## config.mk

```make
export PLATFORM = sky130hd
export DESIGN_NAME = bus_arbiter_flat
export DESIGN_NICKNAME = d
export VERILOG_FILES = /design/src/rtl/bus_arbiter_if.sv /design/src/rtl/bus_arbiter.sv /design/src/flat_wrapper.sv
export SDC_FILE = /design/constraint.sdc
export NUM_CORES = 1
export LEC_CHECK = 0
export CAP_MARGIN = 5
export CORE_AREA = 5 5 42 44
export CTS_BUF_LIST = sky130_fd_sc_hd__clkbuf_8
export CTS_CLUSTER_SIZE = 14
export DETAILED_ROUTE_END_ITERATION = 10
export DIE_AREA = 0 0 47 49
export GPL_TIMING_DRIVEN = 0
export PLACE_DENSITY_LB_ADDON = 0.3
export SYNTH_ARGS = -nofsm -noshare
export SYNTH_HDL_FRONTEND = slang
export SYNTH_SLANG_ARGS = --single-unit
```

## constraint.sdc

```tcl
create_clock -name clk_i -period 1.1 [get_ports clk_i]
set_input_delay 0.22 -clock clk_i [delete_from_list [all_inputs] [get_ports clk_i]]
set_output_delay 0.22 -clock clk_i [all_outputs]
set_load 0.02 [all_outputs]
```

## src/rtl/bus_arbiter_if.sv

```systemverilog
// bus_arbiter_if: request/acceptance/grant signals shared by the caches, the bus sequencer and the arbiter.
interface bus_arbiter_if #(
    parameter int num_caches_p = 2
);
    localparam int id_width_lp = ($clog2(num_caches_p) > 1) ? $clog2(num_caches_p) : 1;
    logic [num_caches_p-1:0] req_i;
    logic                    done_i;
    logic [num_caches_p-1:0] yumi_o;
    logic [num_caches_p-1:0] grant_o;
    logic [id_width_lp-1:0]  grant_id_o;
    logic                    busy_o;
    logic                    tx_start_o;
    logic                    err_o;
    modport master (
        output req_i, done_i,
        input  yumi_o, grant_o, grant_id_o, busy_o, tx_start_o, err_o
    );
    modport slave (
        input  req_i, done_i,
        output yumi_o, grant_o, grant_id_o, busy_o, tx_start_o, err_o
    );
endinterface

```

## src/rtl/bus_arbiter.sv

```systemverilog
// bus_arbiter: round-robin owner selection for the shared snooping bus; grant held from yumi until done.
module bus_arbiter #(
    parameter int num_caches_p = 2
) (
    input logic          clk_i,
    input logic          nreset_i,
    bus_arbiter_if.slave bus
);
    localparam int id_width_lp = ($clog2(num_caches_p) > 1) ? $clog2(num_caches_p) : 1;

    typedef enum logic [1:0] {IDLE, ACCEPT, BUSY} state_t;

    state_t                  state, state_n;
    logic [num_caches_p-1:0] grant, grant_n;
    logic [id_width_lp-1:0]  grant_id, grant_id_n, rr_ptr, rr_ptr_n, pick, idx;
    logic                    found, err, err_n;

    // scan starting at rr_ptr so the most recent owner gets lowest priority
    always_comb begin
        pick = '0;
        idx = '0;
        found = 1'b0;
        for (int i = 0; i < num_caches_p; i++) begin
            idx = id_width_lp'((int'(rr_ptr) + i) % num_caches_p);
            if (!found && bus.req_i[idx]) begin
                found = 1'b1;
                pick = idx;
            end
        end
    end

    always_comb begin
        state_n = state;
        grant_n = grant;
        grant_id_n = grant_id;
        rr_ptr_n = rr_ptr;
        err_n = err;
        if (state == IDLE && found) begin
            state_n = ACCEPT;
            grant_n = num_caches_p'(1) << pick;
            grant_id_n = pick;
        end
        if (state == ACCEPT)
            state_n = BUSY;
        if (state == BUSY && bus.done_i) begin
            state_n = IDLE;
            grant_n = '0;
            rr_ptr_n = (grant_id == id_width_lp'(num_caches_p - 1)) ? '0 : grant_id + 1'b1;
        end
        // stray done outside a transaction, or requester withdrawing before its yumi
        if ((state != BUSY && bus.done_i) || (state == ACCEPT && !bus.req_i[grant_id]))
            err_n = 1'b1;
    end

    always_ff @(posedge clk_i or negedge nreset_i) begin
        if (!nreset_i) begin
            state <= IDLE;
            grant <= '0;
            grant_id <= '0;
            rr_ptr <= '0;
            err <= 1'b0;
        end else begin
            state <= state_n;
            grant <= grant_n;
            grant_id <= grant_id_n;
            rr_ptr <= rr_ptr_n;
            err <= err_n;
        end
    end

    assign bus.yumi_o = (state == ACCEPT) ? grant : '0;
    assign bus.tx_start_o = (state == ACCEPT);
    assign bus.busy_o = (state != IDLE);
    assign bus.grant_o = grant;
    assign bus.grant_id_o = grant_id;
    assign bus.err_o = err;
endmodule

```

## src/flat_wrapper.sv

```systemverilog
// flat-port wrapper written by rule: the top's interface ports become plain ports
module bus_arbiter_flat 
#(
    parameter int num_caches_p = 2
)
  (clk_i, nreset_i, bus_req_i, bus_done_i, bus_yumi_o, bus_grant_o, bus_grant_id_o, bus_busy_o, bus_tx_start_o, bus_err_o);
  bus_arbiter_if #(.num_caches_p(num_caches_p)) bus_i ();
  input logic clk_i;
  input logic nreset_i;
  input wire logic [$bits(bus_i.req_i)-1:0] bus_req_i;
  input wire logic [$bits(bus_i.done_i)-1:0] bus_done_i;
  output wire logic [$bits(bus_i.yumi_o)-1:0] bus_yumi_o;
  output wire logic [$bits(bus_i.grant_o)-1:0] bus_grant_o;
  output wire logic [$bits(bus_i.grant_id_o)-1:0] bus_grant_id_o;
  output wire logic [$bits(bus_i.busy_o)-1:0] bus_busy_o;
  output wire logic [$bits(bus_i.tx_start_o)-1:0] bus_tx_start_o;
  output wire logic [$bits(bus_i.err_o)-1:0] bus_err_o;
  assign bus_i.req_i = bus_req_i;
  assign bus_i.done_i = bus_done_i;
  assign bus_yumi_o = bus_i.yumi_o;
  assign bus_grant_o = bus_i.grant_o;
  assign bus_grant_id_o = bus_i.grant_id_o;
  assign bus_busy_o = bus_i.busy_o;
  assign bus_tx_start_o = bus_i.tx_start_o;
  assign bus_err_o = bus_i.err_o;
  bus_arbiter #(.num_caches_p(num_caches_p)) u_core (.clk_i(clk_i), .nreset_i(nreset_i), .bus(bus_i));
endmodule
```

Word level (Yosys, flattened, before mapping)
Cells that the tools add are included.
{"block": "op_classes", "addsub": 2, "n_lt_le_gt_ge": 3, "n_eq_ne": 3, "shifts": 1, "muxes": 17, "reduce_logical": 12}
{"cell": "2-to-1 mux 2 bit", "count": 6}
{"cell": "2-to-1 mux 1 bit", "count": 11}
{"cell": "less-than comparator 1 x 2 -> 1 bit, second input constant", "count": 3}
{"cell": "logical AND 1 bit", "count": 5}
{"cell": "nonzero test 2 bit", "count": 2}
{"cell": "nonzero test 3 bit", "count": 1}
{"cell": "adder 1 bit, second input constant", "count": 2}
{"cell": "== test 2 x 1 -> 1 bit, second input constant", "count": 1}
{"cell": "== test 2 bit, second input constant", "count": 1}
{"cell": "logical NOT 1 bit", "count": 2}
{"cell": "logical NOT 2 bit", "count": 1}
{"cell": "inequality test 2 bit, second input constant", "count": 1}
{"cell": "<< shifter 1 x 1 -> 2 bit, first input constant", "count": 1}
{"cell": "logical OR 1 bit", "count": 1}
{"block": "word_totals", "register_bits": 7, "inputBits": 5, "output_inout_bits": 8, "word_cells": 43}

Longest topological paths before layout
Gate-level depths: netlist (run 1).
{"block": "logic_depth", "depth_word": 10, "ltp_mapped": 4, "mapped_depth_nobuf": 3}

Worst setup path before layout (run 1)
No wires, ideal clock.
{"block": "synth_path", "kind": "register to output", "from": "reg u_core.state[1]", "to": "out bus_yumi_o[0]", "t_arrival_ns": 1.005, "t_required_ns": 0.880, "setup_slack_ns": -0.125, "stages_incl_launch_ff": 4, "path_buffers": 1, "path_cell_list": "dfrtp_1 -> buf_6 -> and2b_2 -> and2_1"}
{"block": "synth_via", "elab_chain_len": 2}
{"item": "start, declared", "line_no": "bus_arbiter.sv:13", "source": "state_t state, state_n;"}
{"item": "start signal, assigned", "line_no": "bus_arbiter.sv:63", "source": "state <= state_n;"}
{"item": "== test 2 x 1 -> 1 bit"}
{"item": "named net bus_tx_start_o", "line_no": "flat_wrapper.sv:16", "source": "output wire logic [$bits(bus_i.tx_start_o)-1:0] bus_tx_start_o;"}
{"item": "2-to-1 mux 2 bit", "line_no": "bus_arbiter.sv:71", "source": "assign bus.yumi_o = (state == ACCEPT) ? grant : '0;"}
{"item": "end, declared", "line_no": "flat_wrapper.sv:12", "source": "output wire logic [$bits(bus_i.yumi_o)-1:0] bus_yumi_o;"}
The timed path passes the listed nets, and every way through them passes these cells.

Worst setup path in the final report (run 1)
{"block": "layout_path", "from": "reg u_core.state[1]", "to": "out bus_yumi_o[0]"}
{"block": "layout_via", "elab_chain_len": 2}
{"item": "== test 2 x 1 -> 1 bit", "line_no": "bus_arbiter.sv:71"}
{"item": "2-to-1 mux 2 bit", "line_no": "bus_arbiter.sv:71"}
Every way passes these cells.

==> results.sh, run 1 <==
export IMPL_regToRegEndpoint="u_core.bus.grant_o[0]"
export IMPL_layout_min_cycle_time_ns=1.331
export IMPL_synth_most_common_cell="dfrtp_1"
export IMPL_port_buffers=12
export IMPL_tightestPinTransition_ns=0.3269
export IMPL_synth_area_leader_cell="dfrtp_1"
export IMPL_slew_viol_final=0
export IMPL_nets=66
export IMPL_ys_warn_count=0
export IMPL_path_class="reg2out"
export IMPL_fin_ws_ns=-0.2311
export IMPL_vias_per_cell=4.605
export IMPL_critPathRequiredTime_ns=0.88
export IMPL_fin_setup_tns_ns=-0.8504
export IMPL_track_usage=0.08924
export IMPL_routedWlPerCell_um=11.95
export IMPL_grt_max_degree=8
export IMPL_async_flop_share=1.000
export IMPL_synthTopCellsByArea="dfrtp_1, a21oi_1, o21ai_0, nand2_1, a22oi_2"
export IMPL_dp_cells=66
export IMPL_ir_worst_vdd_mv=1.133
export IMPL_r2r_start="u_core.state[1]"
export IMPL_area_growth_pct=60.40
export IMPL_crit_fanout=4
export IMPL_io_pins=13
export IMPL_grt_pass1_wl_um=1393
export IMPL_finalClockSkew_ns=0.002591
export IMPL_grt_overflow_total=0
export IMPL_violations="negative setup slack"
export IMPL_core_area_um2=1401
export IMPL_die_y_um=49
export IMPL_cts_root_buf="clkbuf_8"
export IMPL_finalSetupViolCount=7
export IMPL_netlist_cell_type_count=20
export IMPL_ys_flop_type="dfrtp_1"
export IMPL_p_leak_nw=0.2918
export IMPL_final_cells=76
export IMPL_rsz0062_at_grt="yes"
export IMPL_fin_crit_sh=1.210
export IMPL_drt_iter0_drc=4
export IMPL_cts_sinks=7
export IMPL_dieArea_um2=2303
export IMPL_rows=14
export IMPL_seq_area_frac_synth=0.4620
export IMPL_end_kind="output port"
export IMPL_reg2reg_slack_ns=-0.04
export IMPL_numCtsBuffers=3
export IMPL_max_cap_violations=0
export IMPL_mappedNetlistArea_um2=379.1
export IMPL_grt_pass1_vias=332
export IMPL_clkLatencyLatePin_ns=0.23
export IMPL_syn_avg_cell_area_um2=9.977
export IMPL_start_kind="register"
export IMPL_hp_class="in2async"
export IMPL_synth_edf_count=0
export IMPL_r2r_cells=5
export IMPL_n_antenna_cell=0
export IMPL_synth_seq_cells=7
export IMPL_synth_top_area_frac=0.4620
export IMPL_place_congestion=0.7692
export IMPL_initial_core_util=0.2705
export IMPL_drtAntennaViolNets=0
export IMPL_place_area_um2=524.3
export IMPL_status="complete, but fails checks"
export IMPL_hold_viol=0
export IMPL_dpl_hpwl_um=587.4
export IMPL_fin_util=0.4339
export IMPL_fin_area_um2=608.1
export IMPL_drc=0
export IMPL_cts_tree="built"
export IMPL_drive_gt1_frac=0.4667
export IMPL_clkTransAtPathRegs_ns=0.04
export IMPL_drt_total_wl_um=908
export IMPL_num_vias=350
export IMPL_cts_hold_buf=0
export IMPL_antenna_found_initial=0
export IMPL_powerDensity_nw_per_um2=3009
export IMPL_dr_pass1_iters=4
export IMPL_clock_fmax_mhz=751.3
export IMPL_syn_inst=38
export IMPL_slew_headroom=0.7814
export IMPL_syn_nets=43
export IMPL_cts_buffer_depth=2
export IMPL_htree_levels=1
export IMPL_synth_common_cells="dfrtp_1, a21oi_1, nand2_1, o21ai_0"
export IMPL_cp_arrival_ns=1.11
export IMPL_fp_dieW_um=47
how the worst max path moves through the flow:
stage                    start             to  slack [ns]  cells past startpoint
2_1_floorplan  u_core.state[1]  bus_yumi_o[0]       -0.07                      3
3_3_place_gp   u_core.state[1]  bus_yumi_o[0]       -0.55                      4
3_5_place_dp   u_core.state[1]  bus_yumi_o[0]       -0.55                      4
4_1_cts        u_core.state[1]  bus_yumi_o[0]       -0.30                      4
5_1_grt        u_core.state[1]  bus_yumi_o[0]       -0.28                      3
6_report       u_core.state[1]  bus_yumi_o[0]       -0.23                      3
kinds of logic (layout without fill, tap and decap cells):
logic type	after synthesis	in the layout	synth area share
buffers and inverters	4	26	0.06932
multiplexers	1	1	0.02640
flip-flops	7	7	0.4621
AND/OR/NAND/NOR	14	14	0.2376
AO/OA/AOI/OAI	12	12	0.2046
layout by cell type (no fill, tap or decap):
cell / netlist / final
and2_4: 0 / 2
mux2i_1: 1 / 1
a21oi_1: 4 / 4
clkdlybuf4s50_1: 0 / 4
nand2_1: 4 / 4
a22oi_2: 1 / 1
o22a_1: 1 / 1
nor2_1: 1 / 1
o21ai_0: 4 / 3
buf_6: 1 / 6
clkbuf_8: 0 / 3
o21bai_1: 1 / 1
and3_4: 1 / 1
inv_2: 0 / 1
dfrtp_2: 0 / 1
nor2_4: 1 / 1
inv_1: 2 / 2
nand3b_1: 1 / 1
nor2b_1: 2 / 2
dfrtp_1: 7 / 6
buf_2: 0 / 4
buf_4: 1 / 5
a21o_2: 1 / 1
and2b_2: 1 / 1
o21ai_1: 0 / 1
or2b_1: 1 / 1
clkdlybuf4s15_2: 0 / 1
critical path, stage by stage (launching register included):
cell and delay (ns):
dfrtp_2 0.42, and2b_2 0.23, and2_4 0.13, buf_6 0.10
stage by stage:
stage	setup slack, ns	hold WS [ns]	power [mW]
after floorplan	-0.07192	-0.07559	1.010
after global placement	-0.5540	0.4669	1.303
after detailed placement	-0.5541	0.4737	1.322
after CTS	-0.2979	0.2699	1.868
after global routing	-0.2848	0.2762	1.957
final	-0.2311	0.2542	1.830
flip-flops by register name (all words and copies together) (netlist names):
name	count
u_core.state	2
u_core.rr_ptr	1
u_core.bus.grant_o	2
u_core.bus.err_o	1
u_core.bus.grant_id_o	1
area by class of cell:
| type | count | area, um2 |
|---|---|---|
| fillers | 150 | 793.3 |
| multi-input cells | 27 | 182.7 |
| flip-flops and latches | 7 | 176.4 |
| repair buffers | 20 | 176.4 |
| clock buffers | 3 | 41.29 |
| well taps | 16 | 20.02 |
| inverters | 2 | 7.507 |
| clock inverters | 1 | 3.754 |
timing repair:
action,CTS,global route
setup buffers,6,2
pin swaps,5,0
endpoints found under the setup margin,9,9
resized for setup,43,1
power by group:
group / internal [mW] / switching, mW
clock: 0.242 / 0.118
sequential: 0.373 / 0.0973
combinational: 0.539 / 0.460
total: 1.15 / 0.676
routing by layer:
layer | GRT usage | wire length, um | up-vias
met5 | 0 | 0 | -
met4 | 0.06912 | 34 | 0
met3 | 0.03321 | 89 | 5
li1 | - | - | 171
met2 | 0.1154 | 395 | 15
met1 | 0.1141 | 387 | 159
No activity file was read; power rests on OpenSTA's default activity.
==> inputs of run 2 (changes only) <==
==> constraint.sdc (replaced) <==
create_clock -name clk_i -period 1.4 [get_ports clk_i]
set_input_delay 0.28 -clock clk_i [delete_from_list [all_inputs] [get_ports clk_i]]
set_output_delay 0.28 -clock clk_i [all_outputs]
set_load 0.02 [all_outputs]
==> results.sh, run 2 (synthesis gave the netlist of run 1 again) <==
export IMPL_dr_pass1_iters=3
export IMPL_grt_overflow_total=0
export IMPL_final_cell_mix="dfrtp_1, buf_4"
export IMPL_crit_buf_inv=2
export IMPL_violations="negative setup slack"
export IMPL_clock_fmax_mhz=687.8
export IMPL_place_area_um2=519.2
export IMPL_critPathTopFamily="flip-flops"
export IMPL_cts_sinks=7
export IMPL_p_switching_mw=0.5049
export IMPL_pwr_share_clk=0.203
export IMPL_drtAntennaViolNets=0
export IMPL_n_antenna_cell=0
export IMPL_fin_util=0.4188
export IMPL_grt_max_degree=8
export IMPL_p_int_mw=0.8383
export IMPL_antenna_found_initial=0
export IMPL_drc=0
export IMPL_pwr_share_seq=0.275
export IMPL_end_kind="output port"
export IMPL_p_comb_frac=0.522
export IMPL_grt_pass1_wl_um=1449
export IMPL_nets=64
export IMPL_final_cells=74
export IMPL_die_y_um=49
export IMPL_rsz0062_at_grt="yes"
export IMPL_drive_gt1_frac=0.3448
export IMPL_layout_commonest_cell="dfrtp_1"
export IMPL_dp_cells=66
export IMPL_critPathRequiredTime_ns=1.12
export IMPL_fin_area_um2=586.8
export IMPL_layout_min_cycle_time_ns=1.454
export IMPL_fin_crit_sh=1.038
export IMPL_area_growth_pct=54.79
export IMPL_clkLatencyLatePin_ns=0.22
export IMPL_path_class="reg2out"
export IMPL_clkTransAtPathRegs_ns=0.04
export IMPL_status="complete, but fails checks"
export IMPL_numCtsBuffers=3
export IMPL_initial_core_util=0.2705
export IMPL_track_usage=0.09355
export IMPL_rows=14
export IMPL_cts_buffer_depth=2
export IMPL_fillCellCount=145
export IMPL_drt_iter0_drc=8
export IMPL_ir_worst_vdd_mv=0.9709
export IMPL_slew_headroom=0.7665
export IMPL_num_vias=339
export IMPL_max_cap_violations=0
export IMPL_vias_per_cell=4.581
export IMPL_finalSetupViolCount=2
export IMPL_fp_dieW_um=47
export IMPL_place_congestion=0.7698
export IMPL_switching_share=0.3759
export IMPL_hold_viol=0
export IMPL_start_kind="register"
export IMPL_htree_levels=1
export IMPL_p_leak_nw=0.2797
export IMPL_slew_viol_final=0
export IMPL_cts_root_buf="clkbuf_8"
export IMPL_cpMostUsedCell="buf_6"
export IMPL_crit_fanout=5
export IMPL_hp_class="in2async"
export IMPL_dieArea_um2=2303
export IMPL_fin_ws_ns=-0.05385
export IMPL_tightestPinTransition_ns=0.3491
export IMPL_io_pins=13
export IMPL_port_buffers=12
export IMPL_crit_slowest_cell="dfrtp_1"
export IMPL_cp_arrival_ns=1.17
export IMPL_grt_pass1_vias=319
export IMPL_finalClockSkew_ns=0.001580
export IMPL_drt_total_wl_um=919
export IMPL_slowest_delay_ns=0.36
export IMPL_cp_cell_sequence="buf_6 -> and2b_2 -> and2_4 -> buf_6"
export IMPL_dp_worst_setup_slack_ns=-0.3045
export IMPL_core_area_um2=1401
export IMPL_powerDensity_nw_per_um2=2289
export IMPL_routedWlPerCell_um=12.42
export IMPL_dpl_hpwl_um=569.3
export IMPL_cts_tree="built"
==> run 2: layout make-up <==
class,count,area (um2),area share
clock buffer,3,41.29,0.07036
sequential,7,175.2,0.2985
tap,16,20.02,0.03412
clock inverter,1,3.754,0.006397
timing repair buffer,17,145.1,0.2473
buffer,1,11.26,0.01919
inverter,2,7.507,0.01279
multi-input combinational,27,182.7,0.3113
==> run 2: routing by layer <==
metal / vias to the layer above / track usage / wire length (um)
li1: 170 / - / -
met1: 153 / 0.1143 / 376
met2: 12 / 0.1290 / 442
met3: 4 / 0.02214 / 63
met4: 0 / 0.08295 / 38
met5: - / 0 / 0
==> run 2: worst paths after layout <==
path                                  start               endpoint  slack (ns)  cells after the start
setup / recovery            u_core.state[1]          bus_yumi_o[1]       -0.05                      4
hold / removal                     nreset_i  u_core.bus.grant_o[0]        0.33                      1
setup reg to reg            u_core.state[0]          u_core.rr_ptr        0.24                      5
hold reg to reg            u_core.bus.err_o       u_core.bus.err_o        0.47                      2
max in group asynchronous          nreset_i       u_core.bus.err_o        0.82                      1
min in group clk_i         u_core.bus.err_o       u_core.bus.err_o        0.47                      2
==> run 2: power groups by stage <==
stage | registers (mW) | clock network (mW) | logic [mW]
after floorplan | 0.392 | 0 | 0.387
after global placement | 0.347 | 0 | 0.664
after detailed placement | 0.351 | 0 | 0.670
after CTS | 0.352 | 0.279 | 0.728
after global routing | 0.385 | 0.286 | 0.765
final | 0.369 | 0.273 | 0.701
==> run 2: metrics by stage <==
stage                     TNS, ns  hold WS, ns  power (mW)
final                     -0.1051       0.3296       1.343
after global routing      -0.1944       0.3526       1.436
after CTS                 -0.1584       0.3322       1.358
after detailed placement  -0.8502       0.4738       1.020
after global placement    -0.8448       0.4659       1.011
after floorplan                 0     -0.01559      0.7791
==> run 2: worst register-to-register path, delay by kind of cell (launching register included) <==
family          cells  cell delay [ns]
simple gates        2             0.23
buf+inv             2             0.31
flops               1             0.42
compound gates      1             0.07
==> run 2: timing repair <==
item | CTS | global route
hold buffers | 0 | 0
pin swaps | 0 | 1
setup endpoints to repair | 8 | 3
buffers inserted | 5 | 0
resized for setup | 23 | 4
